[config.mk]
export PLATFORM = sky130hd
export DESIGN_NAME = input_debounce_flat
export DESIGN_NICKNAME = d
export VERILOG_FILES = /design/src/rtl/input_debounce_if.sv /design/src/rtl/input_debounce.sv /design/src/flat_wrapper.sv
export SDC_FILE = /design/constraint.sdc
export NUM_CORES = 1
export LEC_CHECK = 0
export ABC_CLOCK_PERIOD_IN_PS = 7170
export CORE_UTILIZATION = 27
export CTS_BUF_LIST = sky130_fd_sc_hd__clkbuf_16
export DETAILED_ROUTE_END_ITERATION = 10
export GPL_TIMING_DRIVEN = 0
export HOLD_SLACK_MARGIN = 0.1
export SYNTH_ARGS = -nofsm -noshare
export SYNTH_HDL_FRONTEND = slang
export SYNTH_SLANG_ARGS = --single-unit
[constraint.sdc]
create_clock -name clk -period 7.17 [get_ports clk]
set_input_delay 2.151 -clock clk [delete_from_list [all_inputs] [get_ports clk]]
set_output_delay 2.151 -clock clk [all_outputs]
set_load 0.005 [all_outputs]
[src/rtl/input_debounce_if.sv]
// Pin-conditioning bus between the raw pin source and the debounce block.
// The pin source drives a; the debouncer returns the clean level, edge pulses and counters.
`timescale 1ns/1ps
interface input_debounce_if #(
    parameter int CNT_WIDTH = 16
);
    logic                 a;
    logic                 b;
    logic                 rise;
    logic                 fall;
    logic [CNT_WIDTH-1:0] count;
    logic [7:0]           glitches;

    modport master (
        output a,
        input  b,
        input  rise,
        input  fall,
        input  count,
        input  glitches
    );

    modport slave (
        input  a,
        output b,
        output rise,
        output fall,
        output count,
        output glitches
    );
endinterface

[src/rtl/input_debounce.sv]
// Synchronises and debounces a raw pin: clean level, single-cycle rise/fall pulses,
// a wrapping rise counter and a saturating count of aborted transitions.
`timescale 1ns/1ps
module input_debounce #(
    parameter int SYNC_STAGES     = 2,
    parameter int DEBOUNCE_CYCLES = 12000,
    parameter int CNT_WIDTH       = 16
) (
    input  logic              clk,
    input  logic              rst,
    input_debounce_if.slave   bus
);

    localparam int PCNT_W = (DEBOUNCE_CYCLES < 1) ? 1 : $clog2(DEBOUNCE_CYCLES + 1);
    localparam logic [PCNT_W-1:0] PCNT_ONE  = PCNT_W'(1);
    localparam logic [PCNT_W-1:0] PCNT_LAST = PCNT_W'(DEBOUNCE_CYCLES - 1);

    typedef enum logic [1:0] {
        ST_LOW       = 2'd0,
        ST_RISE_PEND = 2'd1,
        ST_HIGH      = 2'd2,
        ST_FALL_PEND = 2'd3
    } state_t;

    logic [SYNC_STAGES-1:0] r_sync;
    logic                   w_sy;

    state_t                 r_state;
    state_t                 w_state_next;
    logic [PCNT_W-1:0]      r_pcnt;
    logic [PCNT_W-1:0]      w_pcnt_next;

    logic                   r_b;
    logic                   r_rise;
    logic                   r_fall;
    logic [CNT_WIDTH-1:0]   r_count;
    logic [7:0]             r_glitches;

    logic                   w_accept;
    logic                   w_abort;
    logic                   w_b_next;
    logic                   w_rise_next;
    logic                   w_fall_next;
    logic [CNT_WIDTH-1:0]   w_count_next;
    logic [7:0]             w_glitches_next;

    always_ff @(posedge clk or posedge rst) begin
        if (rst) begin
            r_sync <= '0;
        end else begin
            r_sync <= {r_sync[SYNC_STAGES-2:0], bus.a};
        end
    end

    assign w_sy = r_sync[SYNC_STAGES-1];

    always_ff @(posedge clk or posedge rst) begin
        if (rst) begin
            r_state    <= ST_LOW;
            r_pcnt     <= '0;
            r_b        <= 1'b0;
            r_rise     <= 1'b0;
            r_fall     <= 1'b0;
            r_count    <= '0;
            r_glitches <= 8'd0;
        end else begin
            r_state    <= w_state_next;
            r_pcnt     <= w_pcnt_next;
            r_b        <= w_b_next;
            r_rise     <= w_rise_next;
            r_fall     <= w_fall_next;
            r_count    <= w_count_next;
            r_glitches <= w_glitches_next;
        end
    end

    // r_pcnt counts mismatching samples already seen; the one arriving now makes it r_pcnt+1.
    always_comb begin
        w_state_next = r_state;
        w_pcnt_next  = r_pcnt;
        w_accept     = 1'b0;
        w_abort      = 1'b0;

        case (r_state)
            ST_LOW, ST_HIGH: begin
                if (w_sy == r_b) begin
                    w_pcnt_next = '0;
                end else if (DEBOUNCE_CYCLES == 1) begin
                    w_accept = 1'b1;
                end else begin
                    w_pcnt_next  = PCNT_ONE;
                    w_state_next = (r_state == ST_LOW) ? ST_RISE_PEND : ST_FALL_PEND;
                end
            end
            ST_RISE_PEND, ST_FALL_PEND: begin
                if (w_sy == r_b) begin
                    w_abort      = 1'b1;
                    w_pcnt_next  = '0;
                    w_state_next = r_b ? ST_HIGH : ST_LOW;
                end else if (r_pcnt == PCNT_LAST) begin
                    w_accept = 1'b1;
                end else begin
                    w_pcnt_next = r_pcnt + PCNT_ONE;
                end
            end
            default: begin
                w_state_next = ST_LOW;
                w_pcnt_next  = '0;
            end
        endcase

        if (w_accept) begin
            w_state_next = r_b ? ST_LOW : ST_HIGH;
            w_pcnt_next  = '0;
        end
    end

    always_comb begin
        w_b_next        = r_b ^ w_accept;
        w_rise_next     = w_accept & ~r_b;
        w_fall_next     = w_accept & r_b;
        w_count_next    = r_count;
        w_glitches_next = r_glitches;

        if (w_accept && !r_b) begin
            w_count_next = r_count + CNT_WIDTH'(1);
        end
        if (w_abort && (r_glitches != 8'hFF)) begin
            w_glitches_next = r_glitches + 8'd1;
        end
    end

    assign bus.b        = r_b;
    assign bus.rise     = r_rise;
    assign bus.fall     = r_fall;
    assign bus.count    = r_count;
    assign bus.glitches = r_glitches;

endmodule

[src/flat_wrapper.sv]
// flat-port wrapper written by rule: the top's interface ports become plain ports
module input_debounce_flat 
#(
    parameter int SYNC_STAGES     = 2,
    parameter int DEBOUNCE_CYCLES = 12000,
    parameter int CNT_WIDTH       = 16
)
  (clk, rst, bus_a, bus_b, bus_rise, bus_fall, bus_count, bus_glitches);
  input_debounce_if #(.CNT_WIDTH(CNT_WIDTH)) bus_i ();
  input  logic clk;
  input  logic rst;
  input wire logic [$bits(bus_i.a)-1:0] bus_a;
  output wire logic [$bits(bus_i.b)-1:0] bus_b;
  output wire logic [$bits(bus_i.rise)-1:0] bus_rise;
  output wire logic [$bits(bus_i.fall)-1:0] bus_fall;
  output wire logic [$bits(bus_i.count)-1:0] bus_count;
  output wire logic [$bits(bus_i.glitches)-1:0] bus_glitches;
  assign bus_i.a = bus_a;
  assign bus_b = bus_i.b;
  assign bus_rise = bus_i.rise;
  assign bus_fall = bus_i.fall;
  assign bus_count = bus_i.count;
  assign bus_glitches = bus_i.glitches;
  input_debounce #(.SYNC_STAGES(SYNC_STAGES), .DEBOUNCE_CYCLES(DEBOUNCE_CYCLES), .CNT_WIDTH(CNT_WIDTH)) u_core (.clk(clk), .rst(rst), .bus(bus_i));
endmodule
==> results of run 1 <==
layout make-up:
type                       count  area, µm²
multi-input combinational    117        813
inverter                       9       33.8
tap                           96        120
clock inverter                 2       8.76
sequential                    44       1100
timing repair buffer          30        310
buffer                         1       11.3
clock buffer                   5        125
fill                         704       4380
placed cells by master, fill, tap and decap left out, types with 3 or more instances in the layout:
cell / synthesis / final
nand3_1: 11 / 11
clkbuf_16: 0 / 5
nor3_1: 3 / 3
inv_1: 9 / 9
and3_1: 4 / 4
nor2_1: 22 / 22
ha_1: 6 / 6
nand4_1: 6 / 6
xor2_1: 10 / 10
xnor2_1: 25 / 25
nand2_1: 12 / 12
clkdlybuf4s50_1: 0 / 29
dfrtp_1: 44 / 44
nor4_1: 4 / 4
worst max-delay path by stage:
| stage | cells after the start | to | slack [ns] |
|---|---|---|---|
| after floorplan | 1 | u_core.bus.b | 3.99 |
| after global placement | 2 | u_core.bus.glitches[5] | 3.02 |
| after detailed placement | 1 | bus_count[0] | 4.06 |
| after CTS | 1 | bus_count[0] | 3.74 |
| after global routing | 1 | bus_count[0] | 3.71 |
| final | 1 | bus_count[5] | 3.77 |
metrics by stage:
step	util, %	hold slack (ns)	setup WS, ns	cell area [µm²]
after floorplan	-	0.331	3.99	1960
final	36.5	0.352	3.77	2520
after global routing	36.5	0.380	3.71	2520
after CTS	36.5	0.361	3.74	2520
after global placement	34.3	0.333	3.02	2370
after detailed placement	34.6	0.346	4.06	2390
power by group:
part | internal [W] | total, W | switching (W) | leakage (nW)
sequential | 0.000266 | 0.000287 | 0.0000210 | 0.596
combinational | 0.0000452 | 0.0000713 | 0.0000260 | 0.424
clock | 0.000125 | 0.000212 | 0.0000874 | 0.0709
logic make-up (layout without fill, tap and decap cells):
logic type	count (synthesis)	after routing	synth area share (%)
AOI/OAI and AO/OA	4	4	1.47
adders and majority gates	6	6	3.83
buffers and inverters	10	47	2.30
and+or+nand+nor	70	70	19.4
muxes	2	2	1.15
DFF	44	44	56.2
xor gates and xnor gates	35	35	15.6
per-layer routing:
metal | up-vias | wire, µm | GRT usage [%]
met2 | 23 | 1520 | 15.6
met3 | 6 | 168 | 3.60
met1 | 607 | 1690 | 13.7
li1 | 651 | - | -
met4 | 0 | 62 | 4.32
met5 | - | 0 | 0
state kept, by name, summed over array words and instances, names as in the netlist:
name / cells
u_core.bus.b: 1
u_core.bus.count: 16
u_core.bus.fall: 1
u_core.bus.glitches: 8
u_core.bus.rise: 1
u_core.r_pcnt: 14
u_core.r_state: 1
u_core.r_sync: 2
==> results.cfg, run 1 <==
[die]
fp.dieH_um = 87.2
ios = 30
die_area_um2 = 7600
rows = 30
coreArea_um2 = 6910
die_w_um = 87.2
initial_utilization_pct = 28.4

[clock_network]
cts_max_level = 2
cts_setup_buffers = 0
cts.sinks = 44
root_buffer = clkbuf_16
cts.hold.buffers_added = 0
cts_tree = yes
clk_latency_ns = 0.28
cts-resized-gates = 0
clk_pin_slew_ns = 0.06
cts_max_path_buffers = 2
cts-buffers-inserted = 5

[route]
firstDrtPassIters = 4
via_per_inst = 4.23
vias = 1287
post-route-drc-count = 0
wl_per_cell_um = 11.3
finalWirelength_um = 3440
drt_iter0_markers = 66
ant_nets = 0

[synthesis]
yosys-top-cells-area = dfrtp_1 (56%), xnor2_1 (11%), xor2_1 (4.5%)
yosys.area.top_type = dfrtp_1
syn_area_um2 = 1960
synth.ff_latch_count = 44
synth_edf_count = 0
synth_cells = 171
ys_top_cells_by_count = dfrtp_1 (44), xnor2_1 (25), nor2_1 (22)
synth_flop_cell = dfrtp_1
async_flop_share_pct = 100
avgSynthCellArea_um2 = 11.5
synth_cell_types = 25
synth_fp_nets = 180
yosysWarnings = 0
ys_seq_area_share_pct = 56.2
synth_top_cell_area_share_pct = 56.2
synth.most_common_cell = dfrtp_1

[placed_design]
numPortBuffers = 29
gp_congestion = 0.741
place_inst = 297
hpwl_um = 2480

[global_route]
antenna_found_initial = 0
grt_max_degree = 33
grt_use_total_pct = 10.4
grt_pass1_wl_um = 6020
grt_pass1_vias = 1297
overflow = 0

[sta]
fin_crit_ns = 3.40
slew_violations = 0
rsz0062_at_grt = false
finalHoldViolations = 0
fin_setup_tns_ns = 0
min_period_over_period_pct = 47.4
setup_viol = 0
relSlewSlack_pct = 66.0
skew_ns = 0.00266
worstMarginPinSlew_ns = 0.506
clock.fmax_mhz = 294

[setup_path]
worstReg2RegEnd = u_core.bus.count[14]
critPathArrivalTime_ns = 1.25
rrSetupSlack_ns = 4.17
reg2reg_depth = 8
worstPathRequired_ns = 5.02
regToRegStartpoint = u_core.r_pcnt[8]
critPathCaptureType = output port
critPathLaunch = u_core.bus.count[5]
crit_fanout = 5
path_buf_inv = 1
cp_top_family = buffers and inverters
slowest_delay_ns = 0.53
critPathSlowestCell = clkdlybuf4s50_1
critPathLaunchType = register
worstPathCellList = clkdlybuf4s50_1
crit_type = register to output port

[cells_and_area]
area_delta_synth_final_pct = 28.8
drive_gt1_share_pct = 7.21
n_antenna_cell = 0
fin_cells = 304
nets = 217

[power]
report.power.total_w = 0.000570
p_leak_nw = 1.09
ir_drop_mv = 0.126
p_per_area_nw_per_um2 = 226

[hold_path]
min_path_type = register to register
hold_depth = 0
hold_start = u_core.r_sync[0]
hold_end = u_core.r_sync[1]

[flow_run]
cap_viol_max_count = 0

[outcome]
status = completed
Note: power is estimated with default switching activity, not from simulation.
==> inputs of run 2 (changes only) <==
Settings changed: ABC_CLOCK_PERIOD_IN_PS 7170 to 3100.
Clock period 7.17 ns to 3.1 ns, I/O delays scaled along.
==> results.cfg, run 2 (synthesized netlist as in run 1, its figures left out) <==
[setup_path]
worstPathRequired_ns = 3.27
slowest_delay_ns = 0.56
critPathArrivalTime_ns = 3.02
critPathLaunchType = register
reg2reg_depth = 8
crit_path_frequent_cell = nand3_1
worstPathCellList = or4b_4, nor4_4, nor3b_1, ha_2, nand3_1, and4bb_2, nand3_1, xnor2_1
crit_type = register to register
critPathSlowestCell = or4b_4
crit_fanout = 6
critPathCaptureType = register

[sta]
rsz0062_at_grt = false
slew_violations = 0
skew_ns = 0.00273
min_period_over_period_pct = 91.9
fin_crit_ns = 2.85
relSlewSlack_pct = 66.0
setup_viol = 0
clock.fmax_mhz = 351
worstMarginPinSlew_ns = 0.506
finalHoldViolations = 0
fin_setup_tns_ns = 0

[cells_and_area]
area_delta_synth_final_pct = 29.1
n_antenna_cell = 0
layout_common_cells = dfrtp_1 (44), clkdlybuf4s50_1 (29), xnor2_1 (25)
nFillCells = 704
nets = 217
mostFrequentLayoutCell = dfrtp_1
drive_gt1_share_pct = 8.17
largest_register_ffs = 16
fin_util_pct = 36.6

[clock_network]
cts_tree = yes
cts.sinks = 44
cts-resized-gates = 0
cts_max_level = 2
cts-buffers-inserted = 5
cts_setup_buffers = 0
clk_pin_slew_ns = 0.06
cts.hold.buffers_added = 0
cts_max_path_buffers = 2
clk_latency_ns = 0.28
root_buffer = clkbuf_16

[placed_design]
hpwl_um = 2480
numPortBuffers = 29
gp_congestion = 0.741

[global_route]
overflow = 0
grt_max_degree = 33
grt_pass1_wl_um = 6020
antenna_found_initial = 0
grt_use_total_pct = 10.4
grt_pass1_vias = 1297

[route]
firstDrtPassIters = 4
ant_nets = 0
wl_per_cell_um = 11.3
finalWirelength_um = 3450
drt_iter0_markers = 66
vias = 1287
via_per_inst = 4.23
post-route-drc-count = 0

[die]
coreArea_um2 = 6910
rows = 30
die_w_um = 87.2
initial_utilization_pct = 28.4
ios = 30
die_area_um2 = 7600
fp.dieH_um = 87.2

[hold_path]
min_path_type = register to register
hold_depth = 0

[power]
p_per_area_nw_per_um2 = 522
report.power.total_w = 0.00132
p_leak_nw = 1.09
ir_drop_mv = 0.291

[flow_run]
cap_viol_max_count = 0

[outcome]
status = completed
[run 2: cell counts in the layout (fill, tap and decap cells not counted)]
Identical to the previous run, type by type.
[run 2: power breakdown]
| part | switching, W | internal, W | leakage, nW |
|---|---|---|---|
| Combinational | 0.0000602 | 0.000105 | 0.423 |
| Clock | 0.000202 | 0.000289 | 0.0709 |
| Sequential | 0.0000485 | 0.000615 | 0.596 |
[run 2: stage by stage]
stage	area [µm²]	hold slack (ns)	worst slack [ns]	instances
finish	2530	0.352	0.252	304
CTS	2520	0.361	0.0496	304
global placement	2370	0.333	0.0659	296
floorplan	1960	0.331	0.483	171
global route	2530	0.380	0.0294	304
detailed placement	2390	0.346	0.0683	297
[run 2: path summary, 6_finish.rpt]
check	slack, ns	to	startpoint
hold / removal	0.35	u_core.r_sync[1]	u_core.r_sync[0]
hold reg to reg	0.35	u_core.r_sync[1]	u_core.r_sync[0]
setup reg to reg	0.25	u_core.bus.count[15]	u_core.r_pcnt[8]
min in group asynchronous	0.92	u_core.bus.count[9]	rst
setup / recovery	0.25	u_core.bus.count[15]	u_core.r_pcnt[8]
max in group asynchronous	1.73	u_core.bus.glitches[4]	rst
[run 2: area by class of cell]
| cell class | count | area (µm²) | share of cell area, % |
|---|---|---|---|
| flip-flops and latches | 44 | 1100 | 43.5 |
| repair buffers | 30 | 310 | 12.3 |
| clock buffers | 5 | 125 | 4.95 |
| multi-input cells | 117 | 818 | 32.4 |
| inverters | 9 | 33.8 | 1.34 |
| well taps | 96 | 120 | 4.75 |
| plain buffers | 1 | 11.3 | 0.445 |
| clock inverters | 2 | 8.76 | 0.346 |
[run 2: per-layer routing]
layer  up-vias  global-route usage, %  wire length, µm
met1       607                   13.7             1690
met2        23                   15.6             1520
met5         -                      0                0
met3         6                   3.60              168
met4         0                   4.32               62
li1        651                      -                -
[run 2: critical path: cells and delay by family, from the launching register on]
| family | cells | cell delay [ns] |
|---|---|---|
| and+or+nand+nor | 6 | 1.89 |
| adders and majority gates | 1 | 0.32 |
| xor gates and xnor gates | 1 | 0.13 |
| DFF | 1 | 0.41 |
